`src/rtl/sram_frame_writer.sv`:
```
// sram_frame_writer
//   Packs an 8-bit pixel stream into 32-bit little-endian words and issues them
//   as 54-bit SRAM write requests {mask[3:0], addr[17:0], data[31:0]} on one
//   arbiter write port. Frames alternate between two buffers (BASE0/BASE1) so a
//   reader can consume the most recently completed frame.
//
// Ports
//   clock, reset       : rising-edge clock, asynchronous active-high reset
//   pix_valid/ready    : pixel stream handshake (ready is combinational)
//   pix_data, pix_sof  : pixel value, first-pixel-of-frame qualifier
//   w_din_valid/ready  : registered write request handshake to the arbiter
//   w_din              : {mask, addr, data}
//   frame_done         : 1-cycle pulse after the last pixel of a frame
//   done_buffer        : buffer index of the most recently completed frame
//   sync_error         : 1-cycle pulse after an SOF arrives mid-frame
module sram_frame_writer #(
  parameter int          FRAME_PIXELS = 480000,
  parameter logic [17:0] BASE0        = 18'd0,
  parameter logic [17:0] BASE1        = 18'd120000,
  parameter int          PIX_CNT_W    = 19
) (
  input  logic        clock,
  input  logic        reset,
  input  logic        pix_valid,
  output logic        pix_ready,
  input  logic [7:0]  pix_data,
  input  logic        pix_sof,
  output logic        w_din_valid,
  input  logic        w_din_ready,
  output logic [53:0] w_din,
  output logic        frame_done,
  output logic        done_buffer,
  output logic        sync_error
);

  localparam logic [PIX_CNT_W-1:0] LAST_PIX = PIX_CNT_W'(FRAME_PIXELS - 1);

  typedef enum logic {IDLE, RUN} state_t;

  typedef struct packed {
    logic [3:0]  mask;
    logic [17:0] addr;
    logic [31:0] data;
  } wreq_t;

  state_t               state_q;
  logic                 cur_buf_q;
  logic [17:0]          addr_q;
  logic [1:0]           byte_cnt_q;
  logic [PIX_CNT_W-1:0] pix_cnt_q;
  logic [31:0]          asm_q;
  logic                 w_din_valid_q;
  wreq_t                w_din_q;
  logic                 frame_done_q;
  logic                 done_buffer_q;
  logic                 sync_error_q;

  // Per-pixel datapath: an SOF pixel restarts the frame, so every "effective"
  // value collapses to the pixel-0 view regardless of current progress.
  logic                 take;
  logic [1:0]           eff_byte;
  logic [PIX_CNT_W-1:0] eff_pix;
  logic [17:0]          eff_addr;
  logic [17:0]          cur_base;
  logic [17:0]          next_base;
  logic [31:0]          merged;
  logic [3:0]           mask_d;
  logic                 is_last;
  logic                 load;

  // Any pixel is stalled only while the output register holds an undrained word.
  assign pix_ready = !w_din_valid_q || w_din_ready;

  always_comb begin
    cur_base  = cur_buf_q ? BASE1 : BASE0;
    next_base = cur_buf_q ? BASE0 : BASE1;
    // In IDLE only an SOF pixel is used; the rest are accepted and dropped.
    take      = pix_valid && pix_ready && (state_q == RUN || pix_sof);
    eff_byte  = pix_sof ? 2'd0 : byte_cnt_q;
    eff_pix   = pix_sof ? '0 : pix_cnt_q;
    eff_addr  = pix_sof ? cur_base : addr_q;
    merged    = pix_sof ? 32'd0 : asm_q;
    merged[{eff_byte, 3'b000} +: 8] = pix_data;
    is_last   = (eff_pix == LAST_PIX);
    load      = (eff_byte == 2'd3) || is_last;
    unique case (eff_byte)
      2'd0:    mask_d = 4'b0001;
      2'd1:    mask_d = 4'b0011;
      2'd2:    mask_d = 4'b0111;
      default: mask_d = 4'b1111;
    endcase
  end

  always_ff @(posedge clock or posedge reset) begin
    if (reset) begin
      state_q       <= IDLE;
      cur_buf_q     <= 1'b0;
      addr_q        <= BASE0;
      byte_cnt_q    <= 2'd0;
      pix_cnt_q     <= '0;
      asm_q         <= 32'd0;
      w_din_valid_q <= 1'b0;
      w_din_q       <= '0;
      frame_done_q  <= 1'b0;
      done_buffer_q <= 1'b0;
      sync_error_q  <= 1'b0;
    end else begin
      frame_done_q <= 1'b0;
      sync_error_q <= 1'b0;
      if (w_din_ready) w_din_valid_q <= 1'b0;

      if (take) begin
        if (state_q == RUN && pix_sof && pix_cnt_q != '0) sync_error_q <= 1'b1;

        if (load) begin
          // Same-cycle load wins over the drain above: no bubble between words.
          w_din_valid_q <= 1'b1;
          w_din_q       <= '{mask: mask_d, addr: eff_addr, data: merged};
          asm_q         <= 32'd0;
          byte_cnt_q    <= 2'd0;
          addr_q        <= eff_addr + 18'd1;
        end else begin
          asm_q         <= merged;
          byte_cnt_q    <= eff_byte + 2'd1;
          addr_q        <= eff_addr;
        end

        if (is_last) begin
          frame_done_q  <= 1'b1;
          done_buffer_q <= cur_buf_q;
          cur_buf_q     <= ~cur_buf_q;
          addr_q        <= next_base;
          pix_cnt_q     <= '0;
          state_q       <= IDLE;
        end else begin
          pix_cnt_q     <= eff_pix + PIX_CNT_W'(1);
          state_q       <= RUN;
        end
      end
    end
  end

  assign w_din_valid = w_din_valid_q;
  assign w_din       = w_din_q;
  assign frame_done  = frame_done_q;
  assign done_buffer = done_buffer_q;
  assign sync_error  = sync_error_q;

endmodule

```
`config.mk`:
```
export PLATFORM = sky130hd
export DESIGN_NAME = sram_frame_writer
export DESIGN_NICKNAME = d
export VERILOG_FILES = /design/src/rtl/sram_frame_writer.sv
export SDC_FILE = /design/constraint.sdc
export NUM_CORES = 1
export LEC_CHECK = 0
export ABC_AREA = 1
export ABC_CLOCK_PERIOD_IN_PS = 7100
export BUFFER_PORTS_ARGS = -buffer_cell sky130_fd_sc_hd__buf_2
export CORE_MARGIN = 10
export CORE_UTILIZATION = 50
export CTS_CLUSTER_SIZE = 10
export DETAILED_ROUTE_END_ITERATION = 7
export GPL_ROUTABILITY_DRIVEN = 0
export PLACE_DENSITY = 0.7
export SETUP_SLACK_MARGIN = 0.5
export SLEW_MARGIN = 10
export SYNTH_ARGS = -nofsm -noshare
export SYNTH_HDL_FRONTEND = slang
export SYNTH_SLANG_ARGS = --single-unit
export TNS_END_PERCENT = 30
```
`constraint.sdc`:
```
create_clock -name clock -period 7.1 [get_ports clock]
set_clock_uncertainty 0.2 [all_clocks]
set_input_delay 1.42 -clock clock [delete_from_list [all_inputs] [get_ports clock]]
set_output_delay 1.42 -clock clock [all_outputs]
set_load 0.05 [all_outputs]
```
# [Yosys cells after proc, flatten, opt, wreduce, memory -nomap -nowiden]
# Cells that the tools add are included.
[classes] add_sub_neg=4 eq_ne=4 shift=2 mux=21 n_bitwise=1 n_reduce_logical=12
[op_table] operator="2-to-1 mux 32 bit" n=2
[op_table] operator="2-to-1 mux 18 bit" n=3
[op_table] operator="2-to-1 mux 19 bit" n=2
[op_table] operator="2-to-1 mux 17 bit" n=2
[op_table] operator="bitwise mux 32 bit" n=1
[op_table] operator="variable shift 8 x 7 -> 32 bit, first input constant" n=1
[op_table] operator="indexed part select 8 x 7 -> 32 bit" n=1
[op_table] operator="adder 19 x 1 -> 19 bit, second input constant" n=1
[op_table] operator="equality test 19 bit, second input constant" n=1
[op_table] operator="nonzero test 19 bit" n=1
[op_table] operator="adder 18 x 1 -> 18 bit, second input constant" n=1
[op_table] operator="one-hot mux 4 bit (3 select lines)" n=1
[op_table] operator="2-to-1 mux 1 bit" n=8
[op_table] operator="negator 5 -> 7 bit" n=1
[op_table] operator="equality test 2 bit, second input constant" n=2
[op_table] operator="logical AND 1 bit" n=4
[op_table] operator="2-to-1 mux 2 bit" n=2
[op_table] operator="AND reduction 2 bit" n=2
[op_table] operator="logical OR 1 bit" n=3
[op_table] operator="adder 2 x 1 -> 2 bit, second input constant" n=1
[op_table] operator="equality test 2 x 1 -> 1 bit, second input constant" n=1
[op_table] operator="logical NOT 2 bit" n=1
[op_table] operator="logical NOT 1 bit" n=1
[op_table] operator="inverter 1 bit" n=1
[word_totals] ff_bits=131 input_bits=13 word_cells=57

# [Longest topological paths before layout]
# Gate-level depths: netlist of the first run.
[depth] word_depth=5 depth_mapped=15

# [Worst setup path after synthesis of the first run]
# OpenSTA, ideal clock, no wires.
[synth_path] path_kind="input -> register" start="input port pix_sof" end="register w_din_q (netlist bit w_din[0])" arrival_time_ns=3.470 required_time_ns=6.775 setup_slack_ns=3.305 stages=12 path_buffers=4 cell_sequence="buf_4 clkbuf_1 clkbuf_1 nor2_1 ha_1 nand4_1 nor2_4 nand2_2 nand2_2 nand2_4 buf_6 mux2_4"
[synth_between] elab_chain_cells=4 word_cells_on_any_way=13 cone_classes="add/sub (1); eq/ne (2); shift (2); mux (4); reduce/logical (4)"
[synth_rtl] element="start: declaration" line="27" source="input logic pix_sof,"
[synth_rtl] element="2-to-1 mux 2 bit / 2-to-1 mux 19 bit (equally long branches)" line="79, 80"
[synth_rtl] element="negator 5 -> 7 bit, or another cell as far along" line="83" source="merged[{eff_byte, 3'b000} +: 8] = pix_data;"
[synth_rtl] element="indexed part select 8 x 7 -> 32 bit, or another cell as far along" line="83"
[synth_rtl] element="bitwise mux 32 bit / AND reduction 2 bit (equally long branches)"
[synth_rtl] element="end signal: assignment" line="118" source="w_din_q <= '{mask: mask_d, addr: eff_addr, data: merged};"
[synth_rtl] element="end: declaration" line="53" source="wreq_t w_din_q;"
# Several ways; a longest one is shown, not always the timed one.
# A chain may end at the register's enable or synchronous reset.

# [Worst setup path in the final report of the first run]
[layout_path] start="input port pix_sof" end="register w_din_q (netlist bit w_din[25])"
# The elaborated chain is that of the path after synthesis.

==> results of run 1 <==
-- sequential cells by signal (all words and copies together) (netlist names), 2 cells and up --
name	cells
w_din	54
addr_q	18
byte_cnt_q	2
pix_cnt_q	19
asm_q	32
-- per-layer routing --
metal	share of wire	wire length, um
met3	0.065	1090
met5	0	0
met1	0.46	7580
met4	0.018	304
met2	0.46	7650
-- final cells by class --
type,count,area share
Sequential cell,131,0.424
Multi-Input combinational cell,499,0.362
Clock buffer,18,0.0569
Inverter,107,0.0523
Timing Repair Buffer,73,0.0479
Clock inverter,14,0.0292
Tap cell,172,0.0279
-- power groups by stage --
stage / sequential [mW] / combinational [mW] / clock, mW
global route: 0.836 / 0.377 / 1.03
CTS: 0.830 / 0.347 / 0.994
detailed placement: 0.842 / 0.346 / 0
finish: 0.830 / 0.347 / 0.983
global placement: 0.840 / 0.338 / 0
floorplan: 0.933 / 0.166 / 0
-- final timing paths --
kind / endpoint / slack (ns) / depth (start not counted)
max: w_din[25]$_DFFE_PP0P_ / 2.34 / 11
min: w_din[50]$_DFFE_PP0P_ / 0.26 / 2
max reg2reg: w_din[25]$_DFFE_PP0P_ / 3.81 / 9
min reg2reg: w_din[50]$_DFFE_PP0P_ / 0.26 / 2
max in group asynchronous: addr_q[17]$_DFFE_PP0P_ / 4.37 / 3
min in group asynchronous: w_din[43]$_DFFE_PP0P_ / 0.91 / 2
-- worst max-delay path: cells and delay by family --
kind	cells	cell delay [ns]
buf+inv	3	0.88
mux	1	0.51
simple gates	6	1.76
fa+ha+maj	1	0.23
-- logic make-up after synthesis --
logic type / synth area share
AOI/OAI and AO/OA: 0.119
xor gates and xnor gates: 0.0198
adders and majority gates: 0.0151
buffers and inverters: 0.0828
DFF: 0.495
muxes: 0.0732
and+or+nand+nor: 0.194
-- through the flow --
step                       util  setup slack [ns]  area, um^2
after CTS                 0.605              2.39        7720
after detailed placement  0.553              1.94        7060
final                     0.605              2.34        7720
after global routing      0.605              2.03        7720
after global placement    0.553              2.09        7060
after floorplan               -              1.98        6620
-- cell usage after synthesis (9+ instances only) --
cell type,n
sky130_fd_sc_hd__clkbuf_1,12
sky130_fd_sc_hd__nand4_1,15
sky130_fd_sc_hd__o22ai_1,40
sky130_fd_sc_hd__nand2_1,177
sky130_fd_sc_hd__mux2_4,30
sky130_fd_sc_hd__nand3_1,29
sky130_fd_sc_hd__a21oi_1,15
sky130_fd_sc_hd__nor2_1,54
sky130_fd_sc_hd__dfrtp_1,131
sky130_fd_sc_hd__o21ai_0,73
sky130_fd_sc_hd__buf_2,9
sky130_fd_sc_hd__xor2_1,12
sky130_fd_sc_hd__inv_1,101
==> results.toml, run 1 <==
[worst_setup_path]
r2r-start = "pix_cnt_q[0]$_DFFE_PP0P_"
critical_path.cell_chain = "buf_2 -> inv_2 -> nand2_1 -> inv_1 -> ha_1 -> nand4_1 -> nor2_4 -> nand2_2 -> nand2_2 -> nand2_4 -> mux2_4"
cp.required_ns = 7.21
worstSetupEndpointType = "register"
crit_path_max_fanout = 73
setup.worst_path.start = "pix_sof"
setup.worst_path.class = "primary input to register"
critPathMostFrequentCell = "sky130_fd_sc_hd__nand2_2"
slowest_cell_on_the_critical_path = "sky130_fd_sc_hd__nand2_4"
worst_path_largest_cell_delay_ns = 0.59
launching_element_type_of_the_critical_path = "primary input"
cp_data_arrival_time_ns = 4.86

[sta]
timing_hold_violations_final = 0
fin_crit_sh = 0.670
final-setup-viol-count = 0
slew_viol_final = 0
tns_ns = 0
slew_headroom = 0.368
hold_ws_ns = 0.260
max_freq_ghz = 0.210
period_needed_ns = 4.76
worst-slew-pin-transition_ns = 0.947
grt_setup_unrepaired = "no"

[synth]
netlist.area_leader.share = 0.495
synth_top_area_cell = "sky130_fd_sc_hd__dfrtp_1"
syn-num-nets = 785
synthesis.area_per_instance_um2 = 8.66
yosysSeqAreaShare = 0.495
synthFlopType = "sky130_fd_sc_hd__dfrtp_1"
asyncSetResetFlopFracSynth = 1.00
count_of_mapped_cells_out_of_synthesis = 764
dominant_cells_by_area_after_synthesis = "sky130_fd_sc_hd__dfrtp_1, sky130_fd_sc_hd__nand2_1, sky130_fd_sc_hd__mux2_4, sky130_fd_sc_hd__inv_1, sky130_fd_sc_hd__o21ai_0"
postSynthRegisterBits = 131
synth_enable_flop_cells = 0
ys_warn_count = 0
synthDistinctLibCells = 36
synth.cell_area_mm2 = 0.00662

[place]
dpl.cell_count = 982
place.port_buffers = 71
dpl.hpwl_um = 11500

[cells_and_area]
layout.cells.most_common = "sky130_fd_sc_hd__nand2_1"
area.growth.synth_to_final_pct = 16.7
most-common-layout-cells = "sky130_fd_sc_hd__nand2_1, sky130_fd_sc_hd__dfrtp_1, sky130_fd_sc_hd__inv_1"
design.final.nets = 850
filler_cell_count = 1072
final_non_filler_cells = 1014
seq_area_mm2 = 0.00328
antenna_cells_inserted = 0
drive_gt1_frac = 0.186
multiInputGateArea_mm2 = 0.00279

[cts]
cts_buffer_depth = 2
numClockSinks = 131
worst_skew_pair.late_latency_ns = 0.43
htree_levels = 4
cts_made_buffers = 17
clk_root_buffer_cell = "sky130_fd_sc_hd__clkbuf_16"
path_clk_slew_ns = 0.06
cts_stage_hold_buffer_count = 0
postCtsSetupBuffers = 0
post_cts.resized_instances = 0
cts_tree = "done"

[status]
outcome = "finished, final reports clean"

[detailed_routing]
first_iter_violations = 455
routed_wirelength_um = 16600
route.vias.total = 5579
antenna_viol_nets_final = 0
post-route-drc-count = 0
via_per_inst = 5.50
detail_route.wl_per_cell_um = 16.4
detailedRoute.firstPassIterationCount = 5

[floorplanning]
die_footprint_mm2 = 0.0182
start_util = 0.518
rows = 41
die_x_um = 135
pin_count = 72
core-area_mm2 = 0.0128
die_h_um = 135

[flow_run]
maxCapViolCount = 0

[grt]
first_global_vias = 5502
grt.met3_usage = 0.0475
grt_max_degree = 74
antenna_found_initial = 0
track_usage = 0.185
grt_overflow = 0
gr-usage-met1 = 0.240
wire_length_of_the_first_global_routing_pass_um = 27600
grt_most_used_layer = "met2"
global_route.usage.met2 = 0.294

[hold_path]
worst_hold_path_type = "register to register"
worst_hold_startpoint = "w_din[50]$_DFFE_PP0P_"

[pwr]
seqPwrFrac = 0.384
design_power_total_mw = 2.16
switching_power_mw = 0.635
power.clock.fraction = 0.455
leakage_nw = 3.80
vdd_ir_drop_max_v = 0.000141
power.switching_fraction = 0.294
cell_internal_power_mw = 1.52
comb_power_frac = 0.161
power_density_mw_per_mm2 = 280
Power figures use the tool's default switching activity.
==> run 2, diff against run 1 <==
Settings changed: ABC_CLOCK_PERIOD_IN_PS 7100 to 4600.
Clock period 7.1 ns to 4.6 ns, I/O delays scaled along.
==> run 2 against run 1 <==
Routed wire length fell by 0.34%. Core utilization is 0.21 points lower. Largest power group unchanged. Die area is the same. Combinational power grew 56%. Final cell count grew 0.39%. Sequential power increased by 54%. Sequential cell count is the same. Total power increased by 45%. Critical path depth up 1. Clock power grew 34%. Sequential share of layout area is 0.14 points higher. Via count fell by 0.43%.
==> results.toml, run 2 (synthesized netlist as in run 1, its figures left out) <==
[worst_setup_path]
cp.required_ns = 4.70
critical_path_depth = 12
critical_path.cell_chain = "buf_2 -> inv_2 -> nand2_1 -> inv_1 -> ha_1 -> nand4_1 -> nor2_4 -> nand2_2 -> nand2_2 -> nand2_4 -> buf_12 -> mux2_4"
cp_data_arrival_time_ns = 3.60
r2r-start = "pix_cnt_q[0]$_DFFE_PP0P_"
critPathMostFrequentCell = "sky130_fd_sc_hd__nand2_2"
worst_path_dominant_cell_family = "simple AND/OR/NAND/NOR gates"
launching_element_type_of_the_critical_path = "primary input"
r2r.worst_path.cells = 10
worst-path-buf-inv = 4
crit-reg2reg-capture = "w_din[18]$_DFFE_PP0P_"
crit_path_max_fanout = 56
worstSetupEndpointType = "register"
setup.worst_path.class = "primary input to register"
reg2reg_slack_ns = 1.58
slowest_cell_on_the_critical_path = "sky130_fd_sc_hd__nand2_2"
worst_path_largest_cell_delay_ns = 0.34

[detailed_routing]
first_iter_violations = 474
route.vias.total = 5555
detailedRoute.firstPassIterationCount = 5
via_per_inst = 5.46
detail_route.wl_per_cell_um = 16.3
antenna_viol_nets_final = 0
post-route-drc-count = 0
routed_wirelength_um = 16600

[sta]
period_needed_ns = 3.50
timing_hold_violations_final = 0
fin_crit_sh = 0.761
grt_setup_unrepaired = "no"
slew_headroom = 0.451
final-setup-viol-count = 0
tns_ns = 0
slew_viol_final = 0
worst-slew-pin-transition_ns = 0.822
max_freq_ghz = 0.286

[cells_and_area]
drive_gt1_frac = 0.187
filler_cell_count = 1104
largest_register_ff_count = 54
final_core_utilization = 0.603
multiInputGateArea_mm2 = 0.00279
seq_area_mm2 = 0.00328
design.final.nets = 854
layout.cells.most_common = "sky130_fd_sc_hd__nand2_1"
antenna_cells_inserted = 0
most-common-layout-cells = "sky130_fd_sc_hd__nand2_1, sky130_fd_sc_hd__dfrtp_1, sky130_fd_sc_hd__inv_1"
area.growth.synth_to_final_pct = 16.3

[pwr]
seqPwrFrac = 0.408
power.switching_fraction = 0.295
vdd_ir_drop_max_v = 0.000227
comb_power_frac = 0.172
power.clock.fraction = 0.419
power_density_mw_per_mm2 = 408
leakage_nw = 3.80
switching_power_mw = 0.927
cell_internal_power_mw = 2.21

[cts]
post_cts.resized_instances = 0
clk_root_buffer_cell = "sky130_fd_sc_hd__clkbuf_16"
htree_levels = 4
cts_tree = "done"
numClockSinks = 131
worst_skew_pair.late_latency_ns = 0.42
cts_stage_hold_buffer_count = 0
cts_buffer_depth = 2
postCtsSetupBuffers = 0
path_clk_slew_ns = 0.05
cts_made_buffers = 17

[place]
dpl.hpwl_um = 11500
place.port_buffers = 71

[grt]
wire_length_of_the_first_global_routing_pass_um = 27200
first_global_vias = 5358
grt_max_degree = 132
antenna_found_initial = 0
track_usage = 0.184
grt_overflow = 0

[flow_run]
maxCapViolCount = 0

[floorplanning]
die_footprint_mm2 = 0.0182
rows = 41
die_h_um = 135
core-area_mm2 = 0.0128
pin_count = 72
die_x_um = 135
start_util = 0.518

[status]
outcome = "finished, final reports clean"

[hold_path]
worst_hold_path_type = "register to register"
worst_hold_startpoint = "w_din[50]$_DFFE_PP0P_"
min_to = "w_din[50]$_DFFE_PP0P_"
timing.hold.worst_path_depth = 2
run 2: cell count changes in the layout (fill, tap and decap cells not counted), sizes merged:
| cell | change |
|---|---|
| bufinv | -3 |
| clkbuf | +5 |
| buf | +4 |
| clkinv | +3 |
| inv | -5 |
run 2: power groups by stage:
stage | sequential (mW) | combinational (mW) | clock, mW
after global placement | 1.30 | 0.531 | 0
after detailed placement | 1.30 | 0.540 | 0
final | 1.28 | 0.540 | 1.32
after floorplan | 1.44 | 0.256 | 0
after CTS | 1.28 | 0.542 | 1.34
after global routing | 1.29 | 0.587 | 1.39
run 2: layout make-up:
class,instances,share of cell area
Sequential cell,131,0.426
Multi-Input combinational cell,499,0.363
Clock buffer,23,0.0621
Timing Repair Buffer,77,0.0553
Inverter,107,0.0527
Tap cell,172,0.0280
Clock inverter,9,0.0135
run 2: tightest hold or removal path, delay by kind of cell, from the launching register on:
| kind | cells | cell delay (ns) |
|---|---|---|
| buf+inv | 1 | 0.05 |
| simple gates | 1 | 0.05 |
| flops | 1 | 0.34 |
run 2: worst max-delay path by stage:
stage / end / from
5_1_grt: w_din[18]$_DFFE_PP0P_ / pix_sof
6_report: w_din[18]$_DFFE_PP0P_ / pix_sof
3_3_place_gp: w_din[22]$_DFFE_PP0P_ / pix_sof
3_5_place_dp: w_din[17]$_DFFE_PP0P_ / pix_sof
4_1_cts: w_din[18]$_DFFE_PP0P_ / pix_sof
2_1_floorplan: w_din[0]$_DFFE_PP0P_ / pix_sof
run 2: routing by layer:
layer  share of wire  track usage
met1            0.44        0.241
met5               0            0
met2            0.46        0.281
met4           0.026       0.0795
met3           0.071       0.0486
run 2: metrics by stage:
| stage | power, mW | hold WS (ns) | setup slack, ns | cell area, um^2 | std cells |
|---|---|---|---|---|---|
| after floorplan | 1.70 | 0.249 | 1.30 | 6620 | 764 |
| after global placement | 1.83 | 0.246 | 0.761 | 7120 | 986 |
| after detailed placement | 1.84 | 0.259 | 0.691 | 7120 | 986 |
| after CTS | 3.16 | 0.275 | 1.13 | 7700 | 1018 |
| after global routing | 3.27 | 0.296 | 0.873 | 7700 | 1018 |
| final | 3.14 | 0.266 | 1.10 | 7700 | 1018 |
